===== config.mk =====
export PLATFORM = sky130hd
export DESIGN_NAME = cdc_in_arbiter_flat
export DESIGN_NICKNAME = d
export VERILOG_FILES = /design/src/rtl/cdc_arb_pkg.sv /design/src/rtl/cdc_in_arbiter_if.sv /design/src/rtl/cdc_in_arbiter_rr_pick.sv /design/src/rtl/cdc_in_arbiter.sv /design/src/flat_wrapper.sv
export SDC_FILE = /design/constraint.sdc
export NUM_CORES = 1
export LEC_CHECK = 0
export ABC_AREA = 1
export CAP_MARGIN = 20
export CORE_ASPECT_RATIO = 0.75
export CORE_MARGIN = 2
export CORE_UTILIZATION = 49
export DETAILED_ROUTE_END_ITERATION = 8
export PLACE_DENSITY = 0.85
export RECOVER_POWER = 50
export SYNTH_ARGS = -nofsm -noshare
export SYNTH_HDL_FRONTEND = slang
export SYNTH_SLANG_ARGS = --single-unit

===== constraint.sdc =====
create_clock -name clk_i -period 2.92 [get_ports clk_i]
set_clock_uncertainty 0.05 [all_clocks]
set_input_delay 0.438 -clock clk_i [delete_from_list [all_inputs] [get_ports clk_i]]
set_output_delay 0.438 -clock clk_i [all_outputs]
set_load 0.1 [all_outputs]

===== src/rtl/cdc_arb_pkg.sv =====
// Shared types and constants for the CDC IN-stream round-robin arbiter.
// Used by cdc_in_arbiter; the TAG state is only reachable with CDC_ARB_TAG_EN.
package cdc_arb_pkg;

  typedef enum logic [1:0] {
    ST_IDLE  = 2'd0,
    ST_TAG   = 2'd1,
    ST_BURST = 2'd2
  } arb_state_e;

  localparam logic [3:0] TAG_PREFIX = 4'hA;
  localparam int         N_REQ_MAX  = 8;

  // Header byte announcing which requester owns the following burst.
  function automatic logic [7:0] tag_byte(input logic [$clog2(N_REQ_MAX)-1:0] idx);
    return {TAG_PREFIX, 1'b0, idx};
  endfunction

endpackage


===== src/rtl/cdc_in_arbiter_if.sv =====
// Requester lanes plus the single usb_cdc IN byte stream, grouped for the arbiter.
// slave = arbiter side, master = requesters / usb_cdc side.
interface cdc_in_arbiter_if #(
  parameter int N_REQ = 4
);
  logic [8*N_REQ-1:0] req_data_i;
  logic [N_REQ-1:0]   req_valid_i;
  logic [N_REQ-1:0]   req_ready_o;
  logic [7:0]         in_data_o;
  logic               in_valid_o;
  logic               in_ready_i;
  logic [N_REQ-1:0]   grant_o;
  logic               busy_o;

  modport master (
    output req_data_i, req_valid_i, in_ready_i,
    input  req_ready_o, in_data_o, in_valid_o, grant_o, busy_o
  );

  modport slave (
    input  req_data_i, req_valid_i, in_ready_i,
    output req_ready_o, in_data_o, in_valid_o, grant_o, busy_o
  );
endinterface


===== src/rtl/cdc_in_arbiter_rr_pick.sv =====
// Combinational round-robin picker: first set request at or above ptr, wrapping.
// Returns the winner one-hot, its index, and whether any request was set.
module cdc_rr_pick #(
  parameter int N_REQ = 4,
  parameter int IW    = $clog2(N_REQ)
) (
  input  logic [N_REQ-1:0] req,
  input  logic [IW-1:0]    ptr,
  output logic [N_REQ-1:0] gnt,
  output logic [IW-1:0]    idx,
  output logic             any
);

  function automatic int wrap_idx(input int p, input int i);
    return (p + i) % N_REQ;
  endfunction

  always_comb begin
    gnt = '0;
    idx = '0;
    any = 1'b0;
    for (int i = 0; i < N_REQ; i++) begin
      if (!any && req[wrap_idx(int'(ptr), i)]) begin
        any                         = 1'b1;
        gnt[wrap_idx(int'(ptr), i)] = 1'b1;
        idx                         = IW'(wrap_idx(int'(ptr), i));
      end
    end
  end

endmodule


===== src/rtl/cdc_in_arbiter.sv =====
// Round-robin arbiter sharing the usb_cdc IN byte stream among N_REQ producers.
// Define CDC_ARB_TAG_EN to prefix every burst with a {4'hA,0,idx} header byte.
//
// state | meaning
// IDLE  | no owner; arbitrate among valid requesters
// TAG   | owner chosen; waiting for a free slot to emit the header byte
// BURST | owner streams up to MAX_BURST bytes through the output register
module cdc_in_arbiter
  import cdc_arb_pkg::*;
#(
  parameter int N_REQ     = 4,
  parameter int MAX_BURST = 8
) (
  input logic              clk_i,
  input logic              rstn_i,
  cdc_in_arbiter_if.slave  bus
);

  localparam int             IW       = $clog2(N_REQ);
  localparam int             CW       = $clog2(MAX_BURST + 1);
  localparam logic [CW-1:0]  CNT_LAST = CW'(MAX_BURST);

  arb_state_e       state_q, state_d;
  logic [N_REQ-1:0] grant_q, grant_d;
  logic [IW-1:0]    idx_q, idx_d;
  logic [IW-1:0]    ptr_q, ptr_d;
  logic [CW-1:0]    cnt_q, cnt_d;
  logic [7:0]       out_data_q, out_data_d;
  logic             out_valid_q, out_valid_d;
  logic [N_REQ-1:0] req_ready;

  logic [N_REQ-1:0] pick_gnt;
  logic [IW-1:0]    pick_idx;
  logic             pick_any;

  logic             slot_free;
  logic             own_valid;
  logic [7:0]       own_data;
  logic [7:0]       lanes [N_REQ];

  cdc_rr_pick #(.N_REQ(N_REQ), .IW(IW)) u_pick (
    .req (bus.req_valid_i),
    .ptr (ptr_q),
    .gnt (pick_gnt),
    .idx (pick_idx),
    .any (pick_any)
  );

  always_comb begin
    for (int k = 0; k < N_REQ; k++) begin
      lanes[k] = bus.req_data_i[8*k +: 8];
    end
  end

  assign slot_free = ~out_valid_q | bus.in_ready_i;
  assign own_valid = bus.req_valid_i[idx_q];
  assign own_data  = lanes[idx_q];

  always_comb begin
    state_d     = state_q;
    grant_d     = grant_q;
    idx_d       = idx_q;
    ptr_d       = ptr_q;
    cnt_d       = cnt_q;
    out_valid_d = out_valid_q & ~bus.in_ready_i;
    out_data_d  = out_valid_d ? out_data_q : 8'h00;
    req_ready   = '0;

    case (state_q)
      ST_IDLE: begin
        if (pick_any) begin
          grant_d = pick_gnt;
          idx_d   = pick_idx;
          ptr_d   = (pick_idx == IW'(N_REQ - 1)) ? '0 : pick_idx + 1'b1;
          cnt_d   = '0;
`ifdef CDC_ARB_TAG_EN
          state_d = ST_TAG;
`else
          state_d = ST_BURST;
`endif
        end
      end
`ifdef CDC_ARB_TAG_EN
      ST_TAG: begin
        if (slot_free) begin
          out_data_d  = tag_byte(3'(idx_q));
          out_valid_d = 1'b1;
          state_d     = ST_BURST;
        end
      end
`endif
      ST_BURST: begin
        req_ready = grant_q & {N_REQ{slot_free}};
        if (slot_free) begin
          if (own_valid) begin
            out_data_d  = own_data;
            out_valid_d = 1'b1;
            cnt_d       = cnt_q + 1'b1;
            if (cnt_d == CNT_LAST) begin
              state_d = ST_IDLE;
              grant_d = '0;
            end
          end else begin
            // Owner ran dry: give the stream back rather than stall it.
            state_d = ST_IDLE;
            grant_d = '0;
          end
        end
      end
      default: begin
        state_d = ST_IDLE;
        grant_d = '0;
      end
    endcase
  end

  always_ff @(posedge clk_i or negedge rstn_i) begin
    if (!rstn_i) begin
      state_q     <= ST_IDLE;
      grant_q     <= '0;
      idx_q       <= '0;
      ptr_q       <= '0;
      cnt_q       <= '0;
      out_data_q  <= 8'h00;
      out_valid_q <= 1'b0;
    end else begin
      state_q     <= state_d;
      grant_q     <= grant_d;
      idx_q       <= idx_d;
      ptr_q       <= ptr_d;
      cnt_q       <= cnt_d;
      out_data_q  <= out_data_d;
      out_valid_q <= out_valid_d;
    end
  end

  assign bus.req_ready_o = req_ready;
  assign bus.grant_o     = grant_q;
  assign bus.in_data_o   = out_data_q;
  assign bus.in_valid_o  = out_valid_q;
  assign bus.busy_o      = (state_q != ST_IDLE);

endmodule


===== src/flat_wrapper.sv =====
// flat-port wrapper written by rule: the top's interface ports become plain ports
module cdc_in_arbiter_flat import cdc_arb_pkg::*;
#(
  parameter int N_REQ     = 4,
  parameter int MAX_BURST = 8
)
  (clk_i, rstn_i, bus_req_data_i, bus_req_valid_i, bus_in_ready_i, bus_req_ready_o, bus_in_data_o, bus_in_valid_o, bus_grant_o, bus_busy_o);
  cdc_in_arbiter_if #(.N_REQ(N_REQ)) bus_i ();
  input logic clk_i;
  input logic rstn_i;
  input wire logic [$bits(bus_i.req_data_i)-1:0] bus_req_data_i;
  input wire logic [$bits(bus_i.req_valid_i)-1:0] bus_req_valid_i;
  input wire logic [$bits(bus_i.in_ready_i)-1:0] bus_in_ready_i;
  output wire logic [$bits(bus_i.req_ready_o)-1:0] bus_req_ready_o;
  output wire logic [$bits(bus_i.in_data_o)-1:0] bus_in_data_o;
  output wire logic [$bits(bus_i.in_valid_o)-1:0] bus_in_valid_o;
  output wire logic [$bits(bus_i.grant_o)-1:0] bus_grant_o;
  output wire logic [$bits(bus_i.busy_o)-1:0] bus_busy_o;
  assign bus_i.req_data_i = bus_req_data_i;
  assign bus_i.req_valid_i = bus_req_valid_i;
  assign bus_i.in_ready_i = bus_in_ready_i;
  assign bus_req_ready_o = bus_i.req_ready_o;
  assign bus_in_data_o = bus_i.in_data_o;
  assign bus_in_valid_o = bus_i.in_valid_o;
  assign bus_grant_o = bus_i.grant_o;
  assign bus_busy_o = bus_i.busy_o;
  cdc_in_arbiter #(.N_REQ(N_REQ), .MAX_BURST(MAX_BURST)) u_core (.clk_i(clk_i), .rstn_i(rstn_i), .bus(bus_i));
endmodule

==> results of run 1 <==
-- metrics by stage --
stage / util (%) / total power [mW] / setup TNS [ns] / cells / setup WS, ns
floorplan: - / 2.113 / -1.150 / 227 / -0.2875
global placement: 67.96 / 2.490 / 0 / 318 / 0.7293
detailed placement: 67.96 / 2.511 / 0 / 318 / 0.6784
CTS: 70.13 / 2.820 / 0 / 322 / 0.6603
global route: 68.99 / 2.993 / 0 / 322 / 0.5566
finish: 68.99 / 2.790 / 0 / 322 / 0.6695
-- cell usage in the layout (no fill, tap or decap), types with 2 or more instances in the layout --
| cell | count |
|---|---|
| a21oi_1 | 3 |
| a22o_1 | 8 |
| a22oi_1 | 4 |
| buf_4 | 10 |
| clkbuf_1 | 10 |
| clkbuf_8 | 3 |
| clkdlybuf4s50_1 | 37 |
| dfrtp_1 | 22 |
| ha_1 | 9 |
| inv_1 | 13 |
| inv_2 | 6 |
| inv_4 | 2 |
| nand2_1 | 52 |
| nand2_2 | 4 |
| nand2_4 | 4 |
| nand3_1 | 20 |
| nand3_2 | 6 |
| nor2_1 | 24 |
| nor2_4 | 2 |
| o21ai_0 | 23 |
| o21ai_1 | 2 |
| o22ai_1 | 8 |
-- worst max-delay path: cells and delay by family --
kind,cells,cell delay (ns)
buf+inv,4,1.09
simple gates,3,0.23
-- path summary, 6_finish.rpt --
check / to / slack (ns) / startpoint
min reg2reg: u_core.bus.grant_o[1] / 0.46 / u_core.bus.grant_o[1]
max in group asynchronous: u_core.state_q[1] / 1.26 / rstn_i
max reg2reg: u_core.bus.grant_o[2] / 0.71 / flop
min in group asynchronous: asynchronous set/reset pin / 0.87 / rstn_i
min: u_core.bus.grant_o[1] / 0.46 / u_core.bus.grant_o[1]
max: bus_req_ready_o[2] / 0.67 / bus_in_ready_i
-- cells by family after synthesis --
kind of cell,Yosys count,share of synthesized area (%)
DFF,22,32.50
and+or+nand+nor,116,34.27
AOI/OAI and AO/OA,49,17.58
xor gates and xnor gates,2,1.034
adders and majority gates,9,6.647
buffers and inverters,29,7.976
-- power by group --
part	switching (mW)	internal, mW
logic	1.41	0.540
clock network	0.0967	0.183
registers	0.155	0.406
total	1.66	1.13
-- layout make-up --
cell class | count | area, um^2
fillers | 295 | 1020
multi-input cells | 176 | 1008
flip-flops and latches | 22 | 550.5
repair buffers | 58 | 493.0
inverters | 22 | 95.09
well taps | 40 | 50.05
clock buffers | 3 | 41.29
clock inverters | 1 | 30.03
-- metal layers --
layer / share of wire (%) / vias up
met4: 0.20 / 0
met1: 49 / 823
met2: 42 / 59
met3: 8.1 / 2
met5: 0 / -
li1: - / 869
==> results.py, run 1 <==
metrics = {
    "hold_path": {
        "hold_depth": 2,
        "worst_hold_path_type": "flop to flop",
    },
    "route": {
        "drt_iter0_markers": 103,
        "routed_via_density": 5.444,
        "wl_per_cell_um": 14.23,
        "drc": 0,
        "dr.pass1.iters": 4,
        "num_vias": 1753,
        "wl_um": 4583,
        "detail-route-antenna-nets": 0,
    },
    "grt": {
        "top_usage_layer": "met2",
        "grt_max_degree": 23,
        "overflow": 0,
        "antenna_found_initial": 0,
        "grt_pass1_vias": 1523,
        "gr-usage-all-layers_pct": 23.89,
        "grt_pass1_wl_um": 7196,
        "gr-usage-met1_pct": 35.43,
        "use_met2_pct": 37.04,
        "met3_usage_pct": 4.348,
    },
    "final_layout": {
        "final_area_um2": 2268,
        "layout-drive-gt1-share_pct": 14.89,
        "syn_to_final_growth_pct": 33.90,
        "antenna_cells": 0,
        "layout.nets": 331,
    },
    "worst_setup_path": {
        "crit_path_max_incr_delay_ns": 0.47,
        "path_common_cell": "buf_4",
        "path_max_fanout": 10,
        "ff2ff_path_depth": 13,
        "crit_type": "input pin to output port",
        "crit_slowest_cell": "clkdlybuf4s50_1",
        "crit_path_end_kind": "output port",
        "crit_required_ns": 2.43,
        "start_kind": "input pin",
        "arrival_ns": 1.76,
        "path_cells": "clkdlybuf4s50_1 > nor2_2 > buf_4 > inv_1 > nand2_1 > nor2_1 > buf_4",
    },
    "yosys": {
        "synthTopCellsByCount": "52 x nand2_1, 24 x nor2_1, 23 x o21ai_0",
        "synth_most_common_cell": "nand2_1",
        "synth-seq-area-share_pct": 32.50,
        "synth-edff-count": 0,
        "synthesis.nets": 275,
        "synthCells": 227,
        "synthArstFlopShare_pct": 100.0,
        "yosysWarnings": 0,
        "yosys.area.top_type": "dfrtp_1",
        "netlist.area_leader.share_pct": 32.50,
        "synth-main-ff-cell": "dfrtp_1",
        "synth.avg_cell_area_um2": 7.463,
        "synthTopCellsByArea": "dfrtp_1 32%, nand2_1 12%, o21ai_0 6.8%",
        "synth_cell_types": 31,
        "yosys_register_bits": 22,
        "synth.cell_area_um2": 1694,
    },
    "floorplanning": {
        "pin_count": 57,
        "num_rows": 18,
        "die-area_um2": 3948,
        "fp.coreArea_um2": 3288,
        "die_w_um": 71.90,
        "die-height_um": 54.92,
        "start_util_pct": 51.52,
    },
    "cts": {
        "cts_max_path_buffers": 2,
        "cts_hold_repair.buffers": 0,
        "clk_pin_slew_worst_paths_ns": 0.08,
        "cts-resized-gates": 0,
        "h-tree-depth": 1,
        "numCtsBuffers": 3,
        "numClockSinks": 22,
        "clk_latency_ns": 0.26,
        "cts_setup_buffers": 0,
        "cts_tree": "yes",
        "clockRootBuffer": "clkbuf_8",
    },
    "placed_design": {
        "placed_area_um2": 2235,
        "dp_hpwl_um": 3269,
        "place.gp.congestion": 0.8368,
        "numPortBuffers": 56,
    },
    "sta": {
        "slew_viol_final": 0,
        "hold_viol": 0,
        "min_period_over_period_pct": 77.07,
        "setup_viol": 0,
        "hold_ws_ns": 0.4617,
        "fin_crit_ns": 2.251,
        "grt_setup_unrepaired": "false",
        "slew_headroom_pct": 17.56,
        "clock.fmax_mhz": 444.3,
        "worst_slew_pin_slew_ns": 1.242,
    },
    "status": {
        "status": "finished clean",
    },
    "run": {
        "drv_cap": 0,
    },
    "pwr": {
        "power_density_nw_per_um2": 1230,
        "peakVddDrop_mv": 0.7203,
        "p_leak_nw": 1.092,
    },
}
Note: power is estimated with default switching activity, not from simulation.
==> run 2, diff against run 1 <==
--- a/config.mk
+++ b/config.mk
@@ -9,9 +9,9 @@
 export CAP_MARGIN = 20
 export CORE_ASPECT_RATIO = 0.75
 export CORE_MARGIN = 2
-export CORE_UTILIZATION = 49
+export CORE_UTILIZATION = 41
 export DETAILED_ROUTE_END_ITERATION = 8
-export PLACE_DENSITY = 0.85
+export PLACE_DENSITY = 0.76
 export RECOVER_POWER = 50
 export SYNTH_ARGS = -nofsm -noshare
 export SYNTH_HDL_FRONTEND = slang
==> constraint.sdc (replaced) <==
create_clock -name clk_i -period 2 [get_ports clk_i]
set_clock_uncertainty 0.05 [all_clocks]
set_input_delay 0.3 -clock clk_i [delete_from_list [all_inputs] [get_ports clk_i]]
set_output_delay 0.3 -clock clk_i [all_outputs]
set_load 0.1 [all_outputs]
==> run 2 against run 1 <==
First-iteration DRC count grew 70%; via count shrank 1.1%; wire length grew 1.8%; clock-buffer cell count is the same; combinational power grew 65%; critical path type unchanged; critical endpoint unchanged; largest cell class unchanged.
==> results.py, run 2 (same netlist as run 1, synthesis figures left out) <==
metrics = {
    "route": {
        "wl_per_cell_um": 13.52,
        "dr.pass1.iters": 4,
        "wl_um": 4664,
        "num_vias": 1734,
        "drt_iter0_markers": 175,
        "detail-route-antenna-nets": 0,
        "routed_via_density": 5.026,
        "drc": 0,
    },
    "grt": {
        "overflow": 0,
        "grt_max_degree": 23,
        "grt_pass1_vias": 1567,
        "grt_pass1_wl_um": 7576,
        "gr-usage-all-layers_pct": 20.66,
        "antenna_found_initial": 0,
    },
    "sta": {
        "slew_viol_final": 0,
        "hold_viol": 0,
        "grt_setup_unrepaired": "false",
        "clock.fmax_mhz": 539.3,
        "setup_viol": 0,
        "hold_ws_ns": 0.4628,
        "slew_headroom_pct": 19.92,
        "worst_slew_pin_slew_ns": 1.201,
        "fin_crit_ns": 1.854,
        "min_period_over_period_pct": 92.72,
    },
    "hold_path": {
        "worst_hold_path_type": "flop to flop",
    },
    "worst_setup_path": {
        "start_kind": "input pin",
        "crit_path_end_kind": "output port",
        "startpoint": "bus_in_ready_i",
        "arrival_ns": 1.50,
        "regToRegSetupSlack_ns": 0.21,
        "crit_type": "input pin to output port",
        "crit_required_ns": 1.65,
        "path_max_fanout": 10,
    },
    "final_layout": {
        "layout_commonest_cell": "nand2_1",
        "layout_common_cells": "52 x nand2_1, 38 x clkdlybuf4s50_1, 23 x o21ai_0",
        "layout-drive-gt1-share_pct": 24.14,
        "antenna_cells": 0,
        "final_cells": 345,
        "syn_to_final_growth_pct": 45.57,
        "layout.nets": 339,
    },
    "floorplanning": {
        "pin_count": 57,
        "num_rows": 20,
        "die-height_um": 59.67,
        "fp.coreArea_um2": 4004,
        "die-area_um2": 4668,
        "start_util_pct": 42.31,
        "die_w_um": 78.23,
    },
    "pwr": {
        "power_density_nw_per_um2": 1770,
        "peakVddDrop_mv": 1.218,
        "p_leak_nw": 1.159,
    },
    "cts": {
        "clk_latency_ns": 0.27,
        "cts_max_path_buffers": 2,
        "clockRootBuffer": "clkbuf_8",
        "numCtsBuffers": 3,
        "h-tree-depth": 1,
        "cts_tree": "yes",
        "numClockSinks": 22,
        "cts_hold_repair.buffers": 0,
        "clk_pin_slew_worst_paths_ns": 0.08,
    },
    "placed_design": {
        "place.gp.congestion": 0.8724,
        "numPortBuffers": 56,
        "dp_hpwl_um": 3508,
        "placed_cells": 340,
    },
    "status": {
        "status": "finished clean",
    },
    "run": {
        "drv_cap": 0,
    },
}
-- run 2: cell count changes in the layout (fill, tap and decap cells not counted), moves of 4 or more --
| cell | delta |
|---|---|
| clkbuf_1 | -8 |
| clkbuf_2 | +8 |
| dfrtp_1 | -7 |
| dfrtp_2 | +6 |
| nor2_4 | +5 |
| buf_12 | +4 |
| buf_4 | +4 |
| nor2_1 | -4 |
-- run 2: repair_timing --
item / 4_1_cts / 5_1_grt
buffers inserted: 0 / 1
gates resized for setup: 0 / 3
setup endpoints to repair: 0 / 12
-- run 2: worst max-delay path, stage by stage --
cell             delay [ns]
clkdlybuf4s50_1        0.44
nor2_4                 0.27
inv_1                  0.14
nand2_1                0.12
nor2_4                 0.05
buf_12                 0.16
-- run 2: layout make-up --
type                       count  area [um^2]
fill                         356         1538
tap                           55        68.82
clock inverter                 1        30.03
clock buffer                   3        41.29
multi-input combinational    176         1056
timing repair buffer          66        613.1
inverter                      22        95.09
sequential                    22        561.8
-- run 2: per-stage QoR --
step,utilization (%),total power [mW],cell area (um^2),TNS (ns),setup slack [ns]
3_3_place_gp,59.84,3.855,2396,0,0.05202
3_5_place_dp,59.84,3.910,2396,-0.01437,-0.01437
5_1_grt,61.59,4.719,2466,0,0.06157
6_report,61.59,4.364,2466,0,0.1456
2_1_floorplan,-,3.141,1734,0,0.04253
4_1_cts,61.63,4.349,2467,0,0.01518
-- run 2: routing by layer --
layer	GRT usage, %	share of wire [%]
met3	5.136	8.3
met2	32.88	42
met5	0	0
met1	29.44	49
met4	3.008	0.21
-- run 2: worst paths after layout --
path	end	depth (start not counted)
max	bus_req_ready_o[2]	6
max reg2reg	u_core.idx_q[1]	10
max in group asynchronous	u_core.state_q[1]	2
min in group asynchronous	asynchronous set/reset pin	2
min	flop	1
min reg2reg	flop	1
-- run 2: where the power goes --
part	total [mW]	switching, mW	internal (mW)
sequential	0.733	0.124	0.610
combinational	3.21	2.23	0.978
clock	0.422	0.154	0.268
==> run 3, diff against run 2 <==
--- a/config.mk
+++ b/config.mk
@@ -13,6 +13,7 @@
 export DETAILED_ROUTE_END_ITERATION = 8
 export PLACE_DENSITY = 0.76
 export RECOVER_POWER = 50
+export SETUP_SLACK_MARGIN = 0.4
 export SYNTH_ARGS = -nofsm -noshare
 export SYNTH_HDL_FRONTEND = slang
 export SYNTH_SLANG_ARGS = --single-unit
==> run 3 against run 2 <==
Sequential power is 6.5% higher; wire length is 1.1% higher; first-iteration DRC count is 50% lower; maximum frequency is 7.1% higher; setup slack better by 0.12 ns; clock power is 4% lower; flip-flop and latch count stayed put; worst hold slack worse by 0.092 ns; critical path depth is 7 higher; combinational power is 6.5% higher; power is 5.7% higher.
==> results.py, run 3 (same netlist as run 1, synthesis figures left out) <==
metrics = {
    "worst_setup_path": {
        "regToRegSetupSlack_ns": 0.27,
        "path_max_fanout": 6,
        "arrival_ns": 1.88,
        "crit_path_end_kind": "flop",
        "crit_type": "flop to flop",
        "crit_required_ns": 2.15,
        "start_kind": "flop",
    },
    "grt": {
        "antenna_found_initial": 0,
        "grt_pass1_wl_um": 7734,
        "grt_max_degree": 23,
        "grt_pass1_vias": 1643,
        "overflow": 0,
        "gr-usage-all-layers_pct": 21.01,
    },
    "floorplanning": {
        "die-height_um": 59.67,
        "die-area_um2": 4668,
        "num_rows": 20,
        "fp.coreArea_um2": 4004,
        "pin_count": 57,
        "die_w_um": 78.23,
        "start_util_pct": 42.31,
    },
    "route": {
        "detail-route-antenna-nets": 0,
        "routed_via_density": 5.131,
        "wl_per_cell_um": 13.39,
        "drt_iter0_markers": 88,
        "num_vias": 1806,
        "dr.pass1.iters": 4,
        "wl_um": 4714,
        "drc": 0,
    },
    "cts": {
        "clockRootBuffer": "clkbuf_8",
        "cts_tree": "yes",
        "numCtsBuffers": 3,
        "h-tree-depth": 1,
        "clk_latency_ns": 0.26,
        "cts_max_path_buffers": 2,
        "numClockSinks": 22,
        "clk_pin_slew_worst_paths_ns": 0.07,
    },
    "final_layout": {
        "syn_to_final_growth_pct": 53.47,
        "layout.nets": 346,
        "layout_common_cells": "44 x nand2_1, 36 x clkdlybuf4s50_1, 21 x o21ai_0, 21 x buf_4, 20 x nor2_1",
        "layout-drive-gt1-share_pct": 31.99,
        "layout_commonest_cell": "nand2_1",
        "final_cells": 352,
        "final_util_pct": 64.94,
        "antenna_cells": 0,
    },
    "status": {
        "status": "finished clean",
    },
    "placed_design": {
        "place.gp.congestion": 0.8122,
        "numPortBuffers": 56,
        "dp_hpwl_um": 3401,
        "placed_cells": 340,
    },
    "sta": {
        "setup_viol": 0,
        "hold_viol": 0,
        "clock.fmax_mhz": 577.3,
        "slew_headroom_pct": 23.69,
        "grt_setup_unrepaired": "true",
        "worst_slew_pin_slew_ns": 1.145,
        "final.setup.tns_ns": 0,
        "min_period_over_period_pct": 86.60,
        "fin_crit_ns": 1.732,
        "slew_viol_final": 0,
    },
    "pwr": {
        "comb_power_share_pct": 74.2,
        "power_density_nw_per_um2": 1774,
        "seqPwrFrac_pct": 16.9,
        "peakVddDrop_mv": 1.033,
        "intPower_mw": 2.024,
        "p_leak_nw": 1.220,
        "switching_power_mw": 2.587,
        "clkPwrFrac_pct": 8.8,
        "swShare_pct": 56.10,
    },
    "run": {
        "drv_cap": 0,
    },
    "hold_path": {
        "worst_hold_path_type": "input pin to flop",
    },
}
run 3: final timing paths:
| path | start | endpoint | depth (start not counted) |
|---|---|---|---|
| worst max register to register | flop | u_core.bus.grant_o[0] | 13 |
| worst min-delay path | bus_in_ready_i | u_core.bus.in_valid_o | 4 |
| worst max-delay path | flop | u_core.bus.grant_o[0] | 13 |
| max in group asynchronous | rstn_i | u_core.bus.in_valid_o | 2 |
| worst min register to register | flop | flop | 1 |
| min in group asynchronous | rstn_i | u_core.idx_q[0] | 2 |
run 3: final cells by class:
class / instances / area [um^2]
clock buffers: 3 / 41.29
clock inverters: 1 / 30.03
flip-flops and latches: 22 / 565.5
inverters: 22 / 115.1
well taps: 55 / 68.82
fillers: 331 / 1404
repair buffers: 73 / 675.6
multi-input cells: 176 / 1104
run 3: power groups by stage:
| stage | Sequential, mW | Combinational (mW) | Clock (mW) |
|---|---|---|---|
| global route | 0.802 | 3.74 | 0.441 |
| detailed placement | 0.764 | 3.18 | 0 |
| CTS | 0.766 | 3.35 | 0.424 |
| floorplan | 1.33 | 1.88 | 0 |
| global placement | 0.766 | 3.15 | 0 |
| finish | 0.781 | 3.42 | 0.407 |
run 3: metrics by stage:
stage / setup slack, ns / total power, mW / hold slack, ns / area (um^2)
5_1_grt: 0.1059 / 4.978 / 0.3827 / 2600
4_1_cts: 0.2773 / 4.545 / 0.3417 / 2561
3_5_place_dp: 0.06268 / 3.939 / 0.4435 / 2419
6_report: 0.2679 / 4.612 / 0.3707 / 2600
2_1_floorplan: 0.2122 / 3.209 / -0.04559 / 1760
3_3_place_gp: 0.08523 / 3.917 / 0.4376 / 2419
run 3: layer usage:
| metal | vias up | track usage (%) | part of all wire, % |
|---|---|---|---|
| li1 | 905 | - | - |
| met1 | 826 | 28.10 | 46 |
| met2 | 71 | 34.36 | 44 |
| met3 | 4 | 6.647 | 8.9 |
| met4 | 0 | 3.759 | 0.66 |
| met5 | - | 0 | 0 |
run 3: critical path, cell delays in order (launching register included):
cell     delay (ns)
dfrtp_2        0.46
inv_8          0.08
ha_4           0.21
inv_2          0.06
nand3_2        0.07
nand2_4        0.12
inv_4          0.05
nor2_4         0.08
nand3_2        0.08
nand2_4        0.13
inv_6          0.06
nor2_8         0.10
nand2_1        0.06
nand2_1        0.06
run 3: repair_timing:
item                       CTS  global route
pin swaps                    5             7
setup buffers                7             1
gates resized for setup      7            20
setup endpoints to repair   17            25
hold buffers                 0             0
